### config.mk
export PLATFORM = sky130hd
export DESIGN_NAME = vga_console_master_flat
export DESIGN_NICKNAME = d
export VERILOG_FILES = /design/src/rtl/vga_console_master_if.sv /design/src/rtl/vga_console_master.sv /design/src/flat_wrapper.sv
export SDC_FILE = /design/constraint.sdc
export NUM_CORES = 1
export LEC_CHECK = 0
export ABC_CLOCK_PERIOD_IN_PS = 2300
export CORE_AREA = 2 2 139 141
export CTS_BUF_LIST = sky130_fd_sc_hd__clkbuf_16
export CTS_CLUSTER_SIZE = 16
export DETAILED_ROUTE_END_ITERATION = 6
export DIE_AREA = 0 0 141 143
export DONT_BUFFER_PORTS = 1
export PLACE_DENSITY = 0.5
export SETUP_SLACK_MARGIN = 0.02
export SYNTH_ARGS = -nofsm -noshare
export SYNTH_HDL_FRONTEND = slang
export SYNTH_SLANG_ARGS = --single-unit
### constraint.sdc
create_clock -name clk_i -period 2.3 [get_ports clk_i]
set_input_delay 0.345 -clock clk_i [delete_from_list [all_inputs] [get_ports clk_i]]
set_output_delay 0.345 -clock clk_i [all_outputs]
set_load 0.005 [all_outputs]
### src/rtl/vga_console_master_if.sv
// Bus bundle between the console master and the VGA text-mode slave.
// cyc/stb/we/sel/adr/data_o come from the master; data_i/ack_i from the slave.
interface vga_console_master_if;
    logic        cyc_o;
    logic        stb_o;
    logic        we_o;
    logic [3:0]  sel_o;
    logic [31:0] adr_o;
    logic [31:0] data_o;
    logic [31:0] data_i;
    logic        ack_i;

    modport master (
        output cyc_o, stb_o, we_o, sel_o, adr_o, data_o,
        input  data_i, ack_i
    );

    modport slave (
        input  cyc_o, stb_o, we_o, sel_o, adr_o, data_o,
        output data_i, ack_i
    );
endinterface

### src/rtl/vga_console_master.sv
// Console master: turns a byte stream into VGA text-memory writes,
// screen-scroll copies and cursor-register updates.
module vga_console_master #(
    parameter int unsigned COLS        = 80,
    parameter int unsigned ROWS        = 60,
    parameter logic [31:0] TEXT_BASE   = 32'h0000_0000,
    parameter logic [31:0] CUR_EN_ADR  = 32'h0000_2000,
    parameter logic [31:0] CUR_ROW_ADR = 32'h0000_2001,
    parameter logic [31:0] CUR_COL_ADR = 32'h0000_2002
) (
    input  logic                        clk_i,
    input  logic                        reset_i,
    input  logic                        char_valid_i,
    input  logic [7:0]                  char_data_i,
    output logic                        char_ready_o,
    output logic                        busy_o,
    vga_console_master_if.master        vga_bus
);

    localparam logic [12:0] COLS_C         = 13'(COLS);
    localparam logic [12:0] LAST_CELL      = 13'(ROWS * COLS - 1);
    localparam logic [12:0] SCR_LAST       = 13'(COLS * (ROWS - 1) - 1);
    localparam logic [12:0] LAST_ROW_FIRST = 13'(COLS * (ROWS - 1));
    localparam logic [7:0]  LAST_COL       = 8'(COLS - 1);
    localparam logic [7:0]  LAST_ROW       = 8'(ROWS - 1);

    typedef enum logic [3:0] {
        INIT_CLR,
        INIT_EN,
        CUR_ROW,
        CUR_COL,
        IDLE,
        DECODE,
        WR_CHAR,
        BS_WR,
        SCR_RD,
        SCR_WR,
        CLR_ROW
    } state_t;

    state_t      state_q;
    logic [7:0]  row_q;
    logic [7:0]  col_q;
    logic [12:0] idx_q;
    logic [7:0]  char_q;
    logic [7:0]  rd_byte_q;
    logic        init_q;
    logic        cyc_q;
    logic        we_q;
    logic [3:0]  sel_q;
    logic [31:0] adr_q;
    logic [31:0] dat_q;

    logic [12:0] cell_idx;
    logic [31:0] tx_adr_d;
    logic [7:0]  tx_byte_d;
    logic        tx_we_d;
    logic [7:0]  lane_byte;

    assign vga_bus.cyc_o  = cyc_q;
    assign vga_bus.stb_o  = cyc_q;
    assign vga_bus.we_o   = we_q;
    assign vga_bus.sel_o  = sel_q;
    assign vga_bus.adr_o  = adr_q;
    assign vga_bus.data_o = dat_q;

    assign char_ready_o = (state_q == IDLE);
    assign busy_o       = (state_q != IDLE);

    // Transaction contents for the bus state currently being serviced.
    always_comb begin
        cell_idx  = 13'(row_q) * COLS_C + {5'b0, col_q};
        tx_we_d   = 1'b1;
        tx_byte_d = 8'h20;
        tx_adr_d  = TEXT_BASE + {19'b0, idx_q};
        case (state_q)
            INIT_EN: begin
                tx_adr_d  = CUR_EN_ADR;
                tx_byte_d = 8'h01;
            end
            CUR_ROW: begin
                tx_adr_d  = CUR_ROW_ADR;
                tx_byte_d = row_q;
            end
            CUR_COL: begin
                tx_adr_d  = CUR_COL_ADR;
                tx_byte_d = col_q;
            end
            WR_CHAR: begin
                tx_adr_d  = TEXT_BASE + {19'b0, cell_idx};
                tx_byte_d = char_q;
            end
            BS_WR: begin
                tx_adr_d  = TEXT_BASE + {19'b0, cell_idx};
            end
            SCR_RD: begin
                tx_adr_d  = TEXT_BASE + {19'b0, idx_q + COLS_C};
                tx_we_d   = 1'b0;
            end
            SCR_WR: begin
                tx_byte_d = rd_byte_q;
            end
            default: ;
        endcase
    end

    // Pick the read byte out of the lane the outstanding read selected.
    always_comb begin
        case (sel_q)
            4'b0010: lane_byte = vga_bus.data_i[15:8];
            4'b0100: lane_byte = vga_bus.data_i[23:16];
            4'b1000: lane_byte = vga_bus.data_i[31:24];
            default: lane_byte = vga_bus.data_i[7:0];
        endcase
    end

    // Control FSM plus bus driver: a bus state issues its transaction when
    // cyc is low, and advances on ack; dropping cyc on the ack edge gives the
    // mandatory idle cycle before the next state's transaction starts.
    always_ff @(posedge clk_i or negedge reset_i) begin
        if (!reset_i) begin
            state_q   <= INIT_CLR;
            row_q     <= '0;
            col_q     <= '0;
            idx_q     <= '0;
            char_q    <= '0;
            rd_byte_q <= '0;
            init_q    <= 1'b1;
            cyc_q     <= 1'b0;
            we_q      <= 1'b0;
            sel_q     <= '0;
            adr_q     <= '0;
            dat_q     <= '0;
        end else begin
            case (state_q)
                IDLE: begin
                    if (char_valid_i) begin
                        char_q  <= char_data_i;
                        state_q <= DECODE;
                    end
                end
                DECODE: begin
                    if (char_q >= 8'h20 && char_q <= 8'h7E) begin
                        state_q <= WR_CHAR;
                    end else begin
                        case (char_q)
                            8'h0A: begin
                                col_q <= '0;
                                if (row_q != LAST_ROW) begin
                                    row_q   <= row_q + 8'd1;
                                    state_q <= CUR_ROW;
                                end else begin
                                    idx_q   <= '0;
                                    state_q <= SCR_RD;
                                end
                            end
                            8'h0D: begin
                                col_q   <= '0;
                                state_q <= CUR_ROW;
                            end
                            8'h08: begin
                                if (col_q != 8'd0) begin
                                    col_q   <= col_q - 8'd1;
                                    state_q <= BS_WR;
                                end else begin
                                    state_q <= CUR_ROW;
                                end
                            end
                            8'h0C: begin
                                row_q   <= '0;
                                col_q   <= '0;
                                idx_q   <= '0;
                                init_q  <= 1'b0;
                                state_q <= INIT_CLR;
                            end
                            default: state_q <= IDLE;
                        endcase
                    end
                end
                default: begin
                    if (!cyc_q) begin
                        cyc_q <= 1'b1;
                        we_q  <= tx_we_d;
                        adr_q <= {tx_adr_d[31:2], 2'b00};
                        sel_q <= 4'b0001 << tx_adr_d[1:0];
                        dat_q <= {4{tx_byte_d}};
                    end else if (vga_bus.ack_i) begin
                        cyc_q <= 1'b0;
                        we_q  <= 1'b0;
                        case (state_q)
                            INIT_CLR: begin
                                if (idx_q == LAST_CELL) begin
                                    idx_q   <= '0;
                                    init_q  <= 1'b0;
                                    state_q <= init_q ? INIT_EN : CUR_ROW;
                                end else begin
                                    idx_q <= idx_q + 13'd1;
                                end
                            end
                            INIT_EN: state_q <= CUR_ROW;
                            CUR_ROW: state_q <= CUR_COL;
                            CUR_COL: state_q <= IDLE;
                            WR_CHAR: begin
                                if (col_q == LAST_COL) begin
                                    col_q <= '0;
                                    if (row_q != LAST_ROW) begin
                                        row_q   <= row_q + 8'd1;
                                        state_q <= CUR_ROW;
                                    end else begin
                                        idx_q   <= '0;
                                        state_q <= SCR_RD;
                                    end
                                end else begin
                                    col_q   <= col_q + 8'd1;
                                    state_q <= CUR_ROW;
                                end
                            end
                            BS_WR: state_q <= CUR_ROW;
                            SCR_RD: begin
                                rd_byte_q <= lane_byte;
                                state_q   <= SCR_WR;
                            end
                            SCR_WR: begin
                                if (idx_q == SCR_LAST) begin
                                    idx_q   <= LAST_ROW_FIRST;
                                    state_q <= CLR_ROW;
                                end else begin
                                    idx_q   <= idx_q + 13'd1;
                                    state_q <= SCR_RD;
                                end
                            end
                            CLR_ROW: begin
                                if (idx_q == LAST_CELL) begin
                                    idx_q   <= '0;
                                    state_q <= CUR_ROW;
                                end else begin
                                    idx_q <= idx_q + 13'd1;
                                end
                            end
                            default: state_q <= IDLE;
                        endcase
                    end
                end
            endcase
        end
    end

endmodule

### src/flat_wrapper.sv
// flat-port wrapper written by rule: the top's interface ports become plain ports
module vga_console_master_flat 
#(
    parameter int unsigned COLS        = 80,
    parameter int unsigned ROWS        = 60,
    parameter logic [31:0] TEXT_BASE   = 32'h0000_0000,
    parameter logic [31:0] CUR_EN_ADR  = 32'h0000_2000,
    parameter logic [31:0] CUR_ROW_ADR = 32'h0000_2001,
    parameter logic [31:0] CUR_COL_ADR = 32'h0000_2002
)
  (clk_i, reset_i, char_valid_i, char_data_i, char_ready_o, busy_o, vga_bus_cyc_o, vga_bus_stb_o, vga_bus_we_o, vga_bus_sel_o, vga_bus_adr_o, vga_bus_data_o, vga_bus_data_i, vga_bus_ack_i);
  vga_console_master_if vga_bus_i ();
  input  logic clk_i;
  input  logic reset_i;
  input  logic char_valid_i;
  input  logic [7:0] char_data_i;
  output logic char_ready_o;
  output logic busy_o;
  output wire logic [$bits(vga_bus_i.cyc_o)-1:0] vga_bus_cyc_o;
  output wire logic [$bits(vga_bus_i.stb_o)-1:0] vga_bus_stb_o;
  output wire logic [$bits(vga_bus_i.we_o)-1:0] vga_bus_we_o;
  output wire logic [$bits(vga_bus_i.sel_o)-1:0] vga_bus_sel_o;
  output wire logic [$bits(vga_bus_i.adr_o)-1:0] vga_bus_adr_o;
  output wire logic [$bits(vga_bus_i.data_o)-1:0] vga_bus_data_o;
  input wire logic [$bits(vga_bus_i.data_i)-1:0] vga_bus_data_i;
  input wire logic [$bits(vga_bus_i.ack_i)-1:0] vga_bus_ack_i;
  assign vga_bus_cyc_o = vga_bus_i.cyc_o;
  assign vga_bus_stb_o = vga_bus_i.stb_o;
  assign vga_bus_we_o = vga_bus_i.we_o;
  assign vga_bus_sel_o = vga_bus_i.sel_o;
  assign vga_bus_adr_o = vga_bus_i.adr_o;
  assign vga_bus_data_o = vga_bus_i.data_o;
  assign vga_bus_i.data_i = vga_bus_data_i;
  assign vga_bus_i.ack_i = vga_bus_ack_i;
  vga_console_master #(.COLS(COLS), .ROWS(ROWS), .TEXT_BASE(TEXT_BASE), .CUR_EN_ADR(CUR_EN_ADR), .CUR_ROW_ADR(CUR_ROW_ADR), .CUR_COL_ADR(CUR_COL_ADR)) u_core (.clk_i(clk_i), .reset_i(reset_i), .char_valid_i(char_valid_i), .char_data_i(char_data_i), .char_ready_o(char_ready_o), .busy_o(busy_o), .vga_bus(vga_bus_i));
endmodule
==> results of run 1 <==
## cell type report
type,count,area (sq um),area share
clock buffers,9,225,0.0321
clock inverters,7,121,0.0173
inverters,15,56.3,0.00803
multi-input cells,540,3580,0.511
flip-flops and latches,76,1910,0.272
well taps,234,293,0.0418
repair buffers,103,821,0.117
## critical path, stage by stage, from the launching register on
cell	delay (ns)
dfrtp_1	0.41
ha_4	0.29
ha_4	0.13
inv_2	0.04
fa_2	0.36
nand2b_4	0.16
a21oi_4	0.18
xor2_2	0.21
and3_4	0.24
mux2i_1	0.18
nand2_1	0.06
## worst paths after layout
path	from	to	cells after the start
max	u_core.row_q[1]$_DFFE_PN0P_	u_core.vga_bus.adr_o[12]$_DFFE_PN0P_	10
min	vga_bus_data_i[7]	u_core.rd_byte_q[7]$_DFFE_PN0P_	2
min reg2reg	u_core.init_q$_DFFE_PN1P_	u_core.init_q$_DFFE_PN1P_	1
min in group asynchronous	reset_i	u_core.vga_bus.adr_o[8]$_DFFE_PN0P_	2
max reg2reg	u_core.row_q[1]$_DFFE_PN0P_	u_core.vga_bus.adr_o[12]$_DFFE_PN0P_	10
max in group asynchronous	reset_i	u_core.char_q[0]$_DFFE_PN0P_	2
## cells in the mapped netlist, drive strengths merged, types with 6 or more instances
cell type / number / area share
nor2: 71 / 0.048
inv: 15 / 0.0095
a211o: 6 / 0.0089
nand2b: 10 / 0.011
nand3b: 7 / 0.011
nor4b: 7 / 0.016
a221oi: 13 / 0.020
and3: 9 / 0.0097
xor2: 8 / 0.012
ha: 21 / 0.044
a22oi: 6 / 0.010
buf: 69 / 0.085
o21ai: 50 / 0.042
nor2b: 8 / 0.0085
a21oi: 42 / 0.036
nand2: 68 / 0.043
clkbuf: 17 / 0.013
dfrtp: 75 / 0.32
nor3: 20 / 0.018
a21o: 7 / 0.0089
o31ai: 10 / 0.013
nand3: 24 / 0.020
a31oi: 17 / 0.018
o22ai: 8 / 0.0095
mux2: 8 / 0.015
a222oi: 9 / 0.015
xnor2: 8 / 0.012
mux2i: 10 / 0.017
## stage by stage
stage / total power (W) / instances / instance area [sq um] / TNS (ns) / util
global placement: 0.00200 / 965 / 6490 / -0.0937 / 0.349
floorplan: 0.00188 / 717 / 6000 / -0.0135 / -
global route: 0.00388 / 984 / 7010 / -0.375 / 0.377
CTS: 0.00374 / 983 / 6910 / -0.00855 / 0.372
detailed placement: 0.00202 / 965 / 6490 / -0.241 / 0.349
finish: 0.00372 / 984 / 7010 / -0.0633 / 0.377
## layout by cell type (no fill, tap or decap), types with 5 or more instances in the layout
cell type and n:
o211ai_1 5, buf_4 99, a31oi_1 17, and3_1 7
mux2_2 8, conb_1 20, nand2_1 68, nor2_1 67
a211o_1 5, a21oi_1 39, mux2i_1 10, xnor2_1 8
o22ai_1 7, inv_1 14, nor2b_1 8, o31ai_1 10
o21ai_0 45, a222oi_1 9, a22oi_1 5, a221oi_1 12
ha_1 16, a21o_1 7, nor3_1 19, clkbuf_16 9
nand2b_1 9, nand3b_1 6, o21a_1 5, dfrtp_1 71
xor2_1 7, nand3_1 24
## kinds of logic after synthesis
group / Yosys count / share of synthesized area
compound gates: 204 / 0.232
xor+xnor: 16 / 0.0237
fa+ha+maj: 23 / 0.0512
buf+inv: 101 / 0.107
flops: 76 / 0.322
mux: 18 / 0.0322
other cells: 1 / 0.000635
simple gates: 259 / 0.231
## flip-flops by register name, indices dropped and copies added, names as in the netlist, 4 cells and up
signal                 count
u_core.col_q               8
u_core.vga_bus.sel_o       4
u_core.vga_bus.data_o      8
u_core.vga_bus.adr_o      12
u_core.rd_byte_q           8
u_core.row_q               8
u_core.char_q              8
u_core.state_q             4
u_core.idx_q              13
## power breakdown
part	internal (W)	total [W]	switching, W	leakage (nW)
clock network	0.00107	0.00169	0.000618	0.170
registers	0.00141	0.00151	0.0000931	0.980
logic	0.000224	0.000524	0.000301	1.82
## metal layers
layer | wire [microns] | part of all wire
met5 | 0 | 0
met4 | 267 | 0.015
met3 | 1030 | 0.056
met2 | 8780 | 0.48
met1 | 8190 | 0.45
## timing repair
| item | in CTS | in global routing |
|---|---|---|
| setup endpoints to repair | 14 | 35 |
| pin swaps | 5 | 8 |
| hold buffers | 2 | 0 |
| endpoints found under the hold margin | 76 | 0 |
| setup buffers | 0 | 1 |
| gates cloned | 0 | 0 |
| resized for setup | 8 | 23 |
==> impl_results.md, run 1 <==
* Status: complete, but fails checks
* Failing checks: DRC, setup timing
* Pre-CTS setup slack at -0.108 ns
* Number of global-route vias before repair at 5196
* Peak Freq at 423 MHz
* Largest net degree at the start of global routing at 77
* Leak at 2.97 nW
* Antenna violations before repair at 0
* Max Cap Viol at 0
* Post-Route WL at 18300 microns
* Vias at 5412
* Max clock buf depth at 2
* Worst-margin pin slew at 0.808 ns
* DRT iter0 DRCs at 410
* Layout cells sized above 1 at 0.239
* Core box area at 18600 sq um
* Gr usage total at 0.180
* Avg WL per Cell at 18.6 microns
* Clock Root Buffer: clkbuf_16
* Overflow left after global routing at 0
* Unrepaired setup endpoints after global routing: yes
* Via-to-Cell Ratio at 5.50
* Sequential share of the synthesized area at 0.322
* Clock slew at reported path FFs at 0.07 ns
* Hold_ws at 0.144 ns
* Number of flops mapped to enable cells by yosys at 0
* FILL cells at 1897
* Hold/Removal Path Class: in2reg
* Final setup vio count at 1
* DP HPWL at 14100 microns
* Initial Util at 0.318
* Min cycle time layout at 2.36 ns
* Residual DRC count at 1
* P per Cell Area at 530 nW/um^2
* Async set-reset flop share out of synthesis at 1.00
* TritonCTS clock tree: done
* Final nets at 812
* I/O pin count at 117
* Worst EP arrival at 2.60 ns
* Slew Viols, Final at 0
* Cell count after synthesis at 698
* Total die area at 20200 sq um
* Ys flop type: dfrtp_1
* CP Launch Type: register
* Met3 Use GR at 0.0412
* Final Hold Viols at 0
* Period utilisation layout at 1.03
* P&R area growth vs syn at 18.6%
* Synth Cell Area at 5910 sq um
* Worst-path fanout max at 3
* # H-tree levels at 3
* GRT met2 Usage at 0.294
* Worst ir drop on vdd at 0.348 mV
* Synth Warn # at 0
* First-pass GRT wire length at 28600 microns
* M1 GR Usage at 0.242
* Final RePlAce weighted congestion at 0.894
* Clock net sink count at 76
* Final worst slack at -0.0633 ns
* Die width at 141 microns
* PortBufs at 0
* Rel. slew slack at 0.460
* Core Rows at 50
* Avg Cell Area, Syn at 8.47 sq um
* Synthesized flop and latch total at 76
* Layout Skew at 0.0110 ns
* Total CTS buffers at 9
* Die H at 143 microns
* Synth cell types at 81
* Grt peak-use layer: met2
* Crit. End Element: register
* Reg2reg setup slack at -0.06 ns
* CP Data Required Time at 2.54 ns
* First-pass iteration count of the detailed router at 7
* Worst skew pair latency at 0.35 ns
* Antenna cells at 0
* Post-DRT Antenna Nets at 0
* Critical setup path kind: reg2reg
Note: power is estimated with default switching activity, not from simulation.
==> run 2, diff against run 1 <==
- CTS_BUF_LIST: sky130_fd_sc_hd__clkbuf_16 -> sky130_fd_sc_hd__clkbuf_8
==> run 2 against run 1 <==
  * The flow finishes with violations (setup timing)
  * Cell area down 1.0%
  * Wire length up 0.55%
  * Critical path depth is the same
  * Core utilization is 0.38 points lower
  * Largest power group is now registers
  * Global-route usage about the same
  * Non-clock buffer count did not move
  * Power fell by 11%
==> impl_results.md, run 2 (synthesized netlist as in run 1, its figures left out) <==
* Layout cells sized above 1 at 0.245
* Post-Route WL at 18400 microns
* Max Cap Viol at 0
* Clock slew at reported path FFs at 0.10 ns
* DP HPWL at 14100 microns
* Die width at 141 microns
* Slew Viols, Final at 0
* Final nets at 813
* Worst skew pair latency at 0.38 ns
* DRT iter0 DRCs at 394
* Worst-path fanout max at 3
* P_sw at 0.000963 W
* Critical setup path kind: reg2reg
* Multi-input logic area at 3610 sq um
* Unrepaired setup endpoints after global routing: yes
* Final RePlAce weighted congestion at 0.894
* Net Sw Frac at 0.290
* Logic pwr share at 0.158
* Core box area at 18600 sq um
* Worst path buffer plus inverter count at 1
* P&R area growth vs syn at 17.4%
* Slowest stage delay, CP at 0.41 ns
* FF/Latch Area at 1910 sq um
* Number of global-route vias before repair at 5178
* Antenna cells at 0
* Total die area at 20200 sq um
* Status: complete, but fails checks
* Post-DRT Antenna Nets at 0
* Rel. slew slack at 0.452
* Crit. End Element: register
* Gr usage total at 0.180
* Reg power frac at 0.452
* CP Launch Type: register
* P_int at 0.00236 W
* Overflow left after global routing at 0
* Largest net degree at the start of global routing at 77
* # H-tree levels at 3
* Final worst slack at -0.0580 ns
* First-pass GRT wire length at 28500 microns
* CP top delay family: adder cells
* Vias at 5398
* TritonCTS clock tree: done
* Biggest register: u_core.idx_q
* Core Rows at 50
* CP dominant cell by count: ha_4
* Via-to-Cell Ratio at 5.48
* Initial Util at 0.318
* PortBufs at 0
* Failing checks: setup timing
* Period utilisation layout at 1.03
* Clk pwr share at 0.390
* Most common cell after layout, fill and taps aside: buf_4
* Residual DRC count at 0
* Final Hold Viols at 0
* CP Data Required Time at 2.57 ns
* Avg WL per Cell at 18.7 microns
* Final setup vio count at 1
* Critical path's slowest cell: dfrtp_1
* Clock Root Buffer: clkbuf_8
* Hold/Removal Path Class: in2reg
* Clock net sink count at 76
* Worst-margin pin slew at 0.820 ns
* Worst EP arrival at 2.63 ns
* Worst ir drop on vdd at 0.266 mV
* I/O pin count at 117
* Hold_ws at 0.113 ns
* Setup TNS at -0.0580 ns
* FILL cells at 1904
* Antenna violations before repair at 0
* CP Cell Sequence: ha_4 -> ha_4 -> inv_2 -> fa_2 -> nand2b_4 -> a21oi_4 -> xor2_2 -> and3_4 -> mux2i_1 -> nand2_1
* Layout Skew at 0.0164 ns
* Peak Freq at 424 MHz
* First-pass iteration count of the detailed router at 5
* Leak at 2.94 nW
* Min cycle time layout at 2.36 ns
* Die H at 143 microns
* Total CTS buffers at 9
* Max reg flops at 13
* P per Cell Area at 480 nW/um^2
* Max clock buf depth at 2
* Commonest cells after routing, fill and taps aside: buf_4, dfrtp_1, nand2_1
-- run 2: repair_timing --
action,CTS,global route
buffers inserted,0,1
setup endpoints to repair,15,35
endpoints found under the hold margin,76,0
pin swaps,5,9
hold buffers,2,0
gates cloned,0,1
gates resized for setup,8,27
-- run 2: final cells by class --
cell class	count	area share
Timing Repair Buffer	103	0.118
Clock inverter	7	0.0175
Multi-Input combinational cell	541	0.521
Tap cell	234	0.0422
Inverter	15	0.00812
Sequential cell	76	0.275
Clock buffer	9	0.0179
-- run 2: routing by layer --
metal  part of all wire  track usage  vias to the layer above
met3              0.053       0.0379                       23
met4              0.015       0.0479                        0
met2               0.48        0.294                      149
met1               0.45        0.243                     2629
li1                   -            -                     2597
met5                  0            0                        -
-- run 2: power by group through the flow --
stage / combinational, W / clock, W / sequential [W]
6_report: 0.000525 / 0.00130 / 0.00150
5_1_grt: 0.000588 / 0.00138 / 0.00152
4_1_cts: 0.000526 / 0.00133 / 0.00150
3_5_place_dp: 0.000489 / 0 / 0.00153
3_3_place_gp: 0.000469 / 0 / 0.00153
2_1_floorplan: 0.000372 / 0 / 0.00151
-- run 2: worst paths after layout --
path | from | end | slack [ns] | cells past startpoint
min | vga_bus_data_i[7] | u_core.rd_byte_q[7]$_DFFE_PN0P_ | 0.11 | 2
max in group asynchronous | reset_i | u_core.char_q[0]$_DFFE_PN0P_ | 1.41 | 2
max | u_core.row_q[1]$_DFFE_PN0P_ | u_core.vga_bus.adr_o[12]$_DFFE_PN0P_ | -0.06 | 10
min in group asynchronous | reset_i | u_core.vga_bus.adr_o[8]$_DFFE_PN0P_ | 0.51 | 2
max reg2reg | u_core.row_q[1]$_DFFE_PN0P_ | u_core.vga_bus.adr_o[12]$_DFFE_PN0P_ | -0.06 | 10
min reg2reg | u_core.init_q$_DFFE_PN1P_ | u_core.init_q$_DFFE_PN1P_ | 0.47 | 1
-- run 2: metrics by stage --
stage | instance area (sq um) | power, W | worst slack (ns) | utilization | cells
6_report | 6940 | 0.00333 | -0.0580 | 0.373 | 985
4_1_cts | 6810 | 0.00336 | -0.00486 | 0.367 | 983
5_1_grt | 6940 | 0.00349 | -0.156 | 0.373 | 985
3_5_place_dp | 6490 | 0.00202 | -0.108 | 0.349 | 965
2_1_floorplan | 6000 | 0.00188 | -0.0135 | - | 717
3_3_place_gp | 6490 | 0.00200 | -0.0349 | 0.349 | 965
